File: src/rtl/arc4_pkg.sv
// Shared ARC4 definitions: FSM state encoding, S-memory depth, default key
// length and the cyclic key-byte selector used by the key schedule.
package arc4_pkg;

  localparam int S_DEPTH       = 256;
  localparam int KEY_BYTES     = 3;
  localparam int MAX_KEY_BYTES = 32;

  typedef enum logic [2:0] {
    IDLE    = 3'd0,
    RD_I    = 3'd1,
    LATCH_I = 3'd2,
    RD_J    = 3'd3,
    LATCH_J = 3'd4,
    WR_I    = 3'd5,
    WR_J    = 3'd6
  } ksa_state_e;

  // Byte (i mod nbytes) of an MSB-first key held right-aligned in key_v.
  function automatic logic [7:0] key_byte(
    input logic [8*MAX_KEY_BYTES-1:0] key_v,
    input int                         nbytes,
    input logic [7:0]                 i
  );
    int idx;
    idx = int'(i) % nbytes;
    return 8'(key_v >> (8 * (nbytes - 1 - idx)));
  endfunction

endpackage

File: src/rtl/ksa_if.sv
// Start/ready handshake, key and S-memory port of the ARC4 key scheduler.
interface ksa_if #(
  parameter int KEY_BYTES = arc4_pkg::KEY_BYTES
);

  logic                   en;
  logic                   rdy;
  logic [8*KEY_BYTES-1:0] key;
  logic [7:0]             addr;
  logic [7:0]             rddata;
  logic [7:0]             wrdata;
  logic                   wren;

  modport master (
    input  en,
    input  key,
    input  rddata,
    output rdy,
    output addr,
    output wrdata,
    output wren
  );

  modport slave (
    output en,
    output key,
    output rddata,
    input  rdy,
    input  addr,
    input  wrdata,
    input  wren
  );

endinterface

File: src/rtl/ksa.sv
// ARC4 key schedule over an externally held, pre-initialised 256-byte S memory
// with one-cycle read latency; six cycles per index, 1536 cycles per run.
module ksa
  import arc4_pkg::*;
#(
  parameter int KEY_BYTES = arc4_pkg::KEY_BYTES
) (
  input  logic   clk,
  input  logic   rst_n,
  ksa_if.master  bus
);

  ksa_state_e             state_q, state_d;
  logic [7:0]             i_q, i_d;
  logic [7:0]             j_q, j_d;
  logic [7:0]             si_q, sj_q;
  logic [8*KEY_BYTES-1:0] key_q;
  logic                   ld_key, ld_si, ld_sj;

  logic [8*MAX_KEY_BYTES-1:0] key_ext;
  logic [7:0]                 kb;

  assign key_ext = (8*MAX_KEY_BYTES)'(key_q);
  assign kb      = key_byte(key_ext, KEY_BYTES, i_q);

  // Control registers: state and the two indices are cleared by reset.
  always_ff @(posedge clk) begin
    if (!rst_n) begin
      state_q <= IDLE;
      i_q     <= '0;
      j_q     <= '0;
    end else begin
      state_q <= state_d;
      i_q     <= i_d;
      j_q     <= j_d;
    end
  end

  // Data registers carry no reset; outputs never expose them outside WR_I/WR_J.
  always_ff @(posedge clk) begin
    if (ld_key) key_q <= bus.key;
    if (ld_si)  si_q  <= bus.rddata;
    if (ld_sj)  sj_q  <= bus.rddata;
  end

  always_comb begin
    state_d    = state_q;
    i_d        = i_q;
    j_d        = j_q;
    ld_key     = 1'b0;
    ld_si      = 1'b0;
    ld_sj      = 1'b0;
    bus.rdy    = 1'b0;
    bus.wren   = 1'b0;
    bus.addr   = '0;
    bus.wrdata = '0;
    unique case (state_q)
      IDLE: begin
        bus.rdy = 1'b1;
        if (bus.en) begin
          ld_key  = 1'b1;
          i_d     = '0;
          j_d     = '0;
          state_d = RD_I;
        end
      end
      RD_I: begin
        bus.addr = i_q;
        state_d  = LATCH_I;
      end
      LATCH_I: begin
        bus.addr = i_q;
        ld_si    = 1'b1;
        j_d      = j_q + bus.rddata + kb;
        state_d  = RD_J;
      end
      RD_J: begin
        bus.addr = j_q;
        state_d  = LATCH_J;
      end
      LATCH_J: begin
        bus.addr = j_q;
        ld_sj    = 1'b1;
        state_d  = WR_I;
      end
      WR_I: begin
        bus.addr   = i_q;
        bus.wrdata = sj_q;
        bus.wren   = 1'b1;
        state_d    = WR_J;
      end
      WR_J: begin
        // When i == j this second write restores the original S[i].
        bus.addr   = j_q;
        bus.wrdata = si_q;
        bus.wren   = 1'b1;
        if (i_q == 8'(S_DEPTH - 1)) begin
          state_d = IDLE;
        end else begin
          i_d     = i_q + 8'd1;
          state_d = RD_I;
        end
      end
      default: state_d = IDLE;
    endcase
  end

endmodule
File: src/flat_wrapper.sv
// flat-port wrapper written by rule: the top's interface ports become plain ports
module ksa_flat import arc4_pkg::*;
#(
  parameter int KEY_BYTES = arc4_pkg::KEY_BYTES
)
  (clk, rst_n, bus_en, bus_key, bus_rddata, bus_rdy, bus_addr, bus_wrdata, bus_wren);
  ksa_if #(.KEY_BYTES(KEY_BYTES)) bus_i ();
  input  logic clk;
  input  logic rst_n;
  input wire logic [$bits(bus_i.en)-1:0] bus_en;
  input wire logic [$bits(bus_i.key)-1:0] bus_key;
  input wire logic [$bits(bus_i.rddata)-1:0] bus_rddata;
  output wire logic [$bits(bus_i.rdy)-1:0] bus_rdy;
  output wire logic [$bits(bus_i.addr)-1:0] bus_addr;
  output wire logic [$bits(bus_i.wrdata)-1:0] bus_wrdata;
  output wire logic [$bits(bus_i.wren)-1:0] bus_wren;
  assign bus_i.en = bus_en;
  assign bus_i.key = bus_key;
  assign bus_i.rddata = bus_rddata;
  assign bus_rdy = bus_i.rdy;
  assign bus_addr = bus_i.addr;
  assign bus_wrdata = bus_i.wrdata;
  assign bus_wren = bus_i.wren;
  ksa #(.KEY_BYTES(KEY_BYTES)) u_core (.clk(clk), .rst_n(rst_n), .bus(bus_i));
endmodule
File: config.mk
export PLATFORM = sky130hd
export DESIGN_NAME = ksa_flat
export DESIGN_NICKNAME = d
export VERILOG_FILES = /design/src/rtl/arc4_pkg.sv /design/src/rtl/ksa_if.sv /design/src/rtl/ksa.sv /design/src/flat_wrapper.sv
export SDC_FILE = /design/constraint.sdc
export NUM_CORES = 1
export LEC_CHECK = 0
export CORE_MARGIN = 2
export CORE_UTILIZATION = 40
export CTS_CLUSTER_SIZE = 14
export DETAILED_ROUTE_END_ITERATION = 12
export PLACE_DENSITY = 0.61
export SLEW_MARGIN = 20
export SYNTH_ARGS = -nofsm -noshare
export SYNTH_HDL_FRONTEND = slang
export SYNTH_SLANG_ARGS = --single-unit
File: constraint.sdc
create_clock -name clk -period 19.7 [get_ports clk]
set_clock_uncertainty 0.2 [all_clocks]
set_input_delay 3.94 -clock clk [delete_from_list [all_inputs] [get_ports clk]]
set_output_delay 3.94 -clock clk [all_outputs]
set_load 0.005 [all_outputs]
==> results.md, run 1 <==
* Area grow syn2layout at 17.8%
* TNS Setup at 0 ns
* Most frequent cells in the layout: clkdlybuf4s50_1 (52), nand2_1 (44), edfxtp_1 (40), nor2_1 (35), a21oi_1 (27)
* Die ar. at roughly 13,000 µm²
* Clk pwr share at 41.6%
* Max clock buf depth at 2
* Cell Count, Final, Fillers Out at roughly 700
* Relative slew slack at 40.5%
* Initial antenna violation count at 0
* RSZ-0062 raised after global routing: false
* # port buffers at between 50 and 60
* Post-Place Worst Slack at between 9 and 10 ns
* Post-synthesis sequential area ratio at 32.9%
* CTS Sinks at between 50 and 60
* Synth cell types at 90
* WL/cell at roughly 18 µm
* Syn nets at 581
* Post-route cell area at between 5000 and 6000 µm²
* CP Data Arrival Time at about 10 ns
* Post-Syn Instances at roughly 530
* Worst hold path endpoint: u_core.j_q[1]$_SDFFE_PN0P_
* Lkg Pwr at 2.01 nW
* CTS root buf: clkbuf_16
* Pwr/cell area at a little under 60 nW/µm²
* Clock slew seen by the registers of the worst setup and hold paths at about 0.05 ns
* I/O pins at between 50 and 60
* P_sw at about 80 µW
* Top FF cell, synth: edfxtp_1
* Worst hold slack at slightly above 0.3 ns
* Htree depth at 3
* CP Capture Type: register
* Nets at between 600 and 700
* R2r endpoint: u_core.j_q[7]$_SDFFE_PN0P_
* Grt ovf at 0
* Worst-Skew Late Latency at approximately 0.32 ns
* #FFs+latches synth at 59
* Placer congestion estimate at 0.923
* Worst hold stages at 2
* HP Start: u_core.j_q[1]$_SDFFE_PN0P_
* Vias per cell at between 5 and 6
* Max VDD drop at around 0.052 mV
* Flop2flop setup slack at roughly 9.7 ns
* CP peak stage delay at 0.80 ns
* Final Setup Violations at 0
* Core Rows at 40
* Total Routing Usage GR at about a fifth
* Initial Utilization at between 40% and 50%
* Drt drc at 0
* Via Count at ~4,300
* Drt initial violations at roughly 350
* Dpl cell area at approximately 5400 µm²
* Slew Viols, Final at 0
* Critical path peak fanout at 24
* Final hold violation count at 0
* RR Startpoint: u_core.i_q[6]$_SDFFE_PN0P_
* CTS Buf Count at 9
* Pre-Repair DR Iteration Count at 5
* # Max-Cap Violations at 0
* Post-synth EDFFs at 40
* Worst Hold Class: register to register
* Die X at around 110 µm
* CTS resizes at 0
* Minimum clock period at around 10 ns
* Avg Inst Size Synth at a little over 9 µm²
* Post-DRT Antenna Nets at 0
* Critical Path Most Common Cell: ha_1
* Final Util at ~48%
* Slew @ Worst Pin at slightly below 0.9 ns
* First-pass GRT wire length at roughly 21,000 µm
* DP Cell Count at around 700
* Yosys warns at 0
* Cts hold-fix bufs at 0
* CP startpoint: u_core.i_q[6]$_SDFFE_PN0P_
* Slowest CP cell: dfxtp_1
* Internal at ~250 µW
* Pwr Total at 329 µW
* WS Path Type: register to register
* Worst reg2reg path depth at 36
* Fraction of layout cells with a size suffix above 1 at 8.13%
* Tcrit/Tclk final at 50.8%
* Achievable clock frequency at 99.8 MHz
* Sequential share of power at between 40 and 50%
* Post-synthesis async set-or-reset flop share at 0%
* CTS tree: built
* Post-Syn Area at 4800 µm²
* Combinational power share at 14.3%
* DIE HEIGHT at 114 µm
* Commonest non-fill, non-tap cell in the layout: clkdlybuf4s50_1
* Diodes inserted at 0
* Postcts setup bufs at 0
* HPWL after DPL at around 9400 µm
* Net Sw Frac at 23.7%
* Core area at 11,900 µm²
* Largest net degree at the start of global routing at 31
* Vias in the first global route at ~4,000
* CP required at about 20 ns
* Startpoint Class: register
* Final WS setup at a little under 10 ns
* Routed WL at between 10,000 and 15,000 µm
* Status: completed
[power by group through the flow]
stage               clock (mW)  combinational (mW)  sequential [mW]
floorplan                    0              0.0305            0.145
CTS                      0.139              0.0471            0.145
global placement             0              0.0459            0.147
finish                   0.137              0.0471            0.145
global route             0.147              0.0527            0.145
detailed placement           0              0.0468            0.147
[metal layers]
layer | GRT usage (%) | vias to the layer above | part of all wire [%]
met1 | 28.0 | 2038 | 47
li1 | - | 2057 | -
met3 | 4.41 | 12 | 5.6
met5 | 0 | - | 0
met4 | 4.47 | 0 | 1.1
met2 | 32.2 | 151 | 47
[flip-flops by register name, indices dropped and copies added, names as in the netlist]
| name | cells |
|---|---|
| u_core.state_q | 3 |
| u_core.si_q | 8 |
| u_core.j_q | 8 |
| u_core.i_q | 8 |
| u_core.sj_q | 8 |
| u_core.key_q | 24 |
[cell type report]
cell class | count | area, µm²
Multi-Input combinational cell | 412 | 2990
Inverter | 23 | 86.3
Fill cell | 1087 | 6200
Clock inverter | 3 | 13.8
Tap cell | 147 | 184
Clock buffer | 13 | 250
Timing Repair Buffer | 56 | 551
Sequential cell | 59 | 1580
[critical path: cells and delay by family (launching register included)]
family | cells | cell delay (ns)
simple gates | 11 | 2.48
mux | 1 | 0.15
buf+inv | 2 | 0.13
fa+ha+maj | 7 | 2.46
flops | 1 | 0.80
compound gates | 12 | 2.83
xor+xnor | 3 | 0.90
[cell families after synthesis]
logic type                 synth area share [%]
and+or+nand+nor                            22.0
muxes                                      3.78
DFF                                        32.9
adders and majority gates                  6.72
buffers and inverters                      4.77
AOI/OAI and AO/OA                          25.5
xor gates and xnor gates                   4.30
[synthesized netlist by cell type, types with 4 or more instances]
cell,n,area [µm²]
a21boi_0,8,60.1
and2_1,9,56.3
nand4_1,5,31.3
o32a_1,7,70.1
o22ai_1,4,25.0
o21ai_1,4,20.0
dfxtp_1,19,380
nand3_1,19,95.1
nor2b_1,16,100
fa_1,8,160
a211oi_1,11,82.6
ha_1,13,163
a2bb2oi_1,4,35.0
inv_1,21,78.8
xnor2_1,17,149
nor3b_1,11,82.6
clkbuf_1,17,63.8
edfxtp_1,40,1200
a22oi_1,8,60.1
mux2_1,6,67.6
a22o_1,8,70.1
or3_1,7,43.8
o211ai_1,5,37.5
nor2_1,35,131
buf_2,9,45.0
a21oi_1,27,135
o21ai_0,19,95.1
o21a_1,4,30.0
nand2_1,44,165
nor3_1,8,40.0
nand2b_1,9,56.3
xor2_1,4,35.0
a31oi_1,4,25.0
mux2i_1,5,50.1
a21o_1,7,52.6
[how the worst max path moves through the flow]
stage,cells past startpoint,endpoint
2_1_floorplan,44,u_core.j_q[7]$_SDFFE_PN0P_
3_3_place_gp,37,u_core.j_q[7]$_SDFFE_PN0P_
3_5_place_dp,36,u_core.j_q[7]$_SDFFE_PN0P_
4_1_cts,36,u_core.j_q[7]$_SDFFE_PN0P_
5_1_grt,36,u_core.j_q[7]$_SDFFE_PN0P_
6_report,36,u_core.j_q[7]$_SDFFE_PN0P_
No activity file was read; power rests on OpenSTA's default activity.
==> run 2, diff against run 1 <==
- clock period: 19.7 -> 10 ns (I/O delays scaled with it)
==> run 2 against run 1 <==
Effect of this change:
- count of clock-buffer cells in the layout decreased by 4
- sequential power grew 97%
- fmax rose by 9.9%
- critical path depth grew 1
- clock power grew 110%
- highest routed layer unchanged
==> results.md, run 2 (synthesis gave the netlist of run 1 again) <==
* Drt initial violations at 290 (-17%)
* Relative slew slack at 40.2% (-0.36 points)
* Final hold violation count at 0 (unchanged)
* Slowest CP cell: or4_1
* Achievable clock frequency at 110 MHz (+9.9%)
* Max VDD drop at 0.125 mV (+140%)
* CTS Buf Count at 9 (unchanged)
* Lkg Pwr at 2.04 nW (+1.4%)
* Pre-Repair DR Iteration Count at 5 (unchanged)
* Drt drc at 0 (unchanged)
* WL/cell at 17.6 µm (-0.68%)
* Cell Count, Final, Fillers Out at 717 (+0.56%)
* CTS Sinks at 59 (unchanged)
* Htree depth at 3 (unchanged)
* RSZ-0062 raised after global routing: false
* Minimum clock period at 9.11 ns (-0.906 ns)
* Postcts setup bufs at 0 (unchanged)
* Status: completed
* CTS root buf: clkbuf_16
* Clk pwr share at 43.4% (+1.8 points)
* Internal at 510 µW (+100%)
* DP Cell Count at 701 (+0.57%)
* Slew Viols, Final at 0 (unchanged)
* Clock slew seen by the registers of the worst setup and hold paths at 0.05 ns (about the same)
* Largest net degree at the start of global routing at 30 (-3.2%)
* Tcrit/Tclk final at 91.1% (+40 points)
* Area grow syn2layout at 18.9%
* Grt ovf at 0 (unchanged)
* Net Sw Frac at 23.6% (-0.098 points)
* Most frequent cells in the layout: clkdlybuf4s50_1 (52), nand2_1 (44), edfxtp_1 (40), nor2_1 (35), a21oi_1 (27)
* Startpoint Class: register
* Initial Utilization at 40.5% (unchanged)
* Largest Register: u_core.key_q
* WS Path Type: register to register
* Routed WL at 12,600 µm (-0.12%)
* Core Rows at 40 (unchanged)
* Commonest non-fill, non-tap cell in the layout: clkdlybuf4s50_1
* Critical Path Most Common Cell: ha_1
* # port buffers at 52 (unchanged)
* Combinational power share at 13.9% (-0.4 points)
* I/O pins at 53 (unchanged)
* Nets at 621 (+0.65%)
* Vias per cell at 5.94 (-0.53%)
* CTS tree: built
* Worst-Skew Late Latency at 0.33 ns (about the same)
* CP Data Arrival Time at 9.18 ns (-0.90 ns)
* # Max-Cap Violations at 0 (unchanged)
* Max clock buf depth at 2 (unchanged)
* Diodes inserted at 0 (unchanged)
* CP peak stage delay at 0.53 ns (-0.27 ns)
* P_sw at 158 µW (+100%)
* Final Setup Violations at 0 (unchanged)
* CP required at 10.07 ns (-9.69 ns)
* HPWL after DPL at 9400 µm (+0.15%)
* Worst Hold Class: register to register
* Placer congestion estimate at 0.902 (-2.3%)
* Cts hold-fix bufs at 0 (unchanged)
* Post-route cell area at 5710 µm² (+0.88%)
* Critical path peak fanout at 9 (-63%)
* Pwr Total at 668 µW (+100%)
* CTS resizes at 0 (unchanged)
* Pwr/cell area at 117 nW/µm² (+100%)
* Dpl cell area at 5430 µm² (+0.56%)
* First-pass GRT wire length at 21,000 µm (+1.4%)
* Total Routing Usage GR at 20.3% (+0.18 points)
* Die ar. at 12,900 µm² (unchanged)
* CP Capture Type: register
* Core area at 11,900 µm² (unchanged)
* Fill count at 1,119 (+2.9%)
* TNS Setup at 0 ns (unchanged)
* Post-DRT Antenna Nets at 0 (unchanged)
* Die X at 114 µm (unchanged)
* Initial antenna violation count at 0 (unchanged)
* Largest register FFs at 24 (unchanged)
* Fraction of layout cells with a size suffix above 1 at 8.95% (+0.82 points)
* Vias in the first global route at 4,067 (+1.2%)
* DIE HEIGHT at 114 µm (unchanged)
* Slew @ Worst Pin at 0.896 ns (+0.00539 ns)
* Sequential share of power at 42.6% (-1.5 points)
* Via Count at 4,259 (+0.023%)
==> run 2: worst paths after layout <==
path                               from                    endpoint  slack, ns  cells past startpoint
max          u_core.i_q[6]$_SDFFE_PN0P_  u_core.j_q[7]$_SDFFE_PN0P_       0.89                     37
min          u_core.j_q[1]$_SDFFE_PN0P_  u_core.j_q[1]$_SDFFE_PN0P_       0.32                      2
max reg2reg  u_core.i_q[6]$_SDFFE_PN0P_  u_core.j_q[7]$_SDFFE_PN0P_       0.89                     37
min reg2reg  u_core.j_q[1]$_SDFFE_PN0P_  u_core.j_q[1]$_SDFFE_PN0P_       0.32                      2
==> run 2: stage by stage <==
| step | setup WS, ns | hold slack (ns) | util, % |
|---|---|---|---|
| 6_report | 0.889 | 0.325 | 48.1 |
| 5_1_grt | 0.228 | 0.367 | 48.1 |
| 4_1_cts | 0.942 | 0.313 | 48.1 |
| 3_5_place_dp | 0.987 | 0.305 | 45.7 |
| 3_3_place_gp | 1.24 | 0.302 | 45.7 |
| 2_1_floorplan | 0.865 | 0.267 | - |
==> run 2: final cells by class <==
| type | instances | area [µm²] | area share (%) |
|---|---|---|---|
| multi-input combinational | 412 | 2990 | 52.4 |
| timing repair buffer | 60 | 581 | 10.2 |
| sequential | 59 | 1580 | 27.7 |
| clock inverter | 7 | 58.8 | 1.03 |
| inverter | 23 | 86.3 | 1.51 |
| tap | 147 | 184 | 3.22 |
| clock buffer | 9 | 225 | 3.94 |
==> run 2: critical path: cells and delay by family (launching register included) <==
kind / cells / cell delay (ns)
adders and majority gates: 7 / 2.25
DFF: 1 / 0.31
xor gates and xnor gates: 2 / 0.47
AOI/OAI and AO/OA: 13 / 2.79
buffers and inverters: 2 / 0.12
and+or+nand+nor: 13 / 2.91
==> run 2: power by group through the flow <==
| stage | Sequential (mW) | Clock, mW | Combinational (mW) |
|---|---|---|---|
| floorplan | 0.286 | 0 | 0.0601 |
| global placement | 0.289 | 0 | 0.0906 |
| detailed placement | 0.289 | 0 | 0.0922 |
| CTS | 0.285 | 0.297 | 0.0933 |
| global route | 0.286 | 0.309 | 0.104 |
| finish | 0.285 | 0.290 | 0.0931 |
==> run 2: routing by layer <==
layer | global-route usage (%) | up-vias | routed length (µm)
li1 | - | 2053 | -
met1 | 27.9 | 2026 | 5770
met2 | 31.9 | 154 | 5850
met3 | 4.94 | 26 | 823
met4 | 5.93 | 0 | 186
met5 | 0 | - | 0
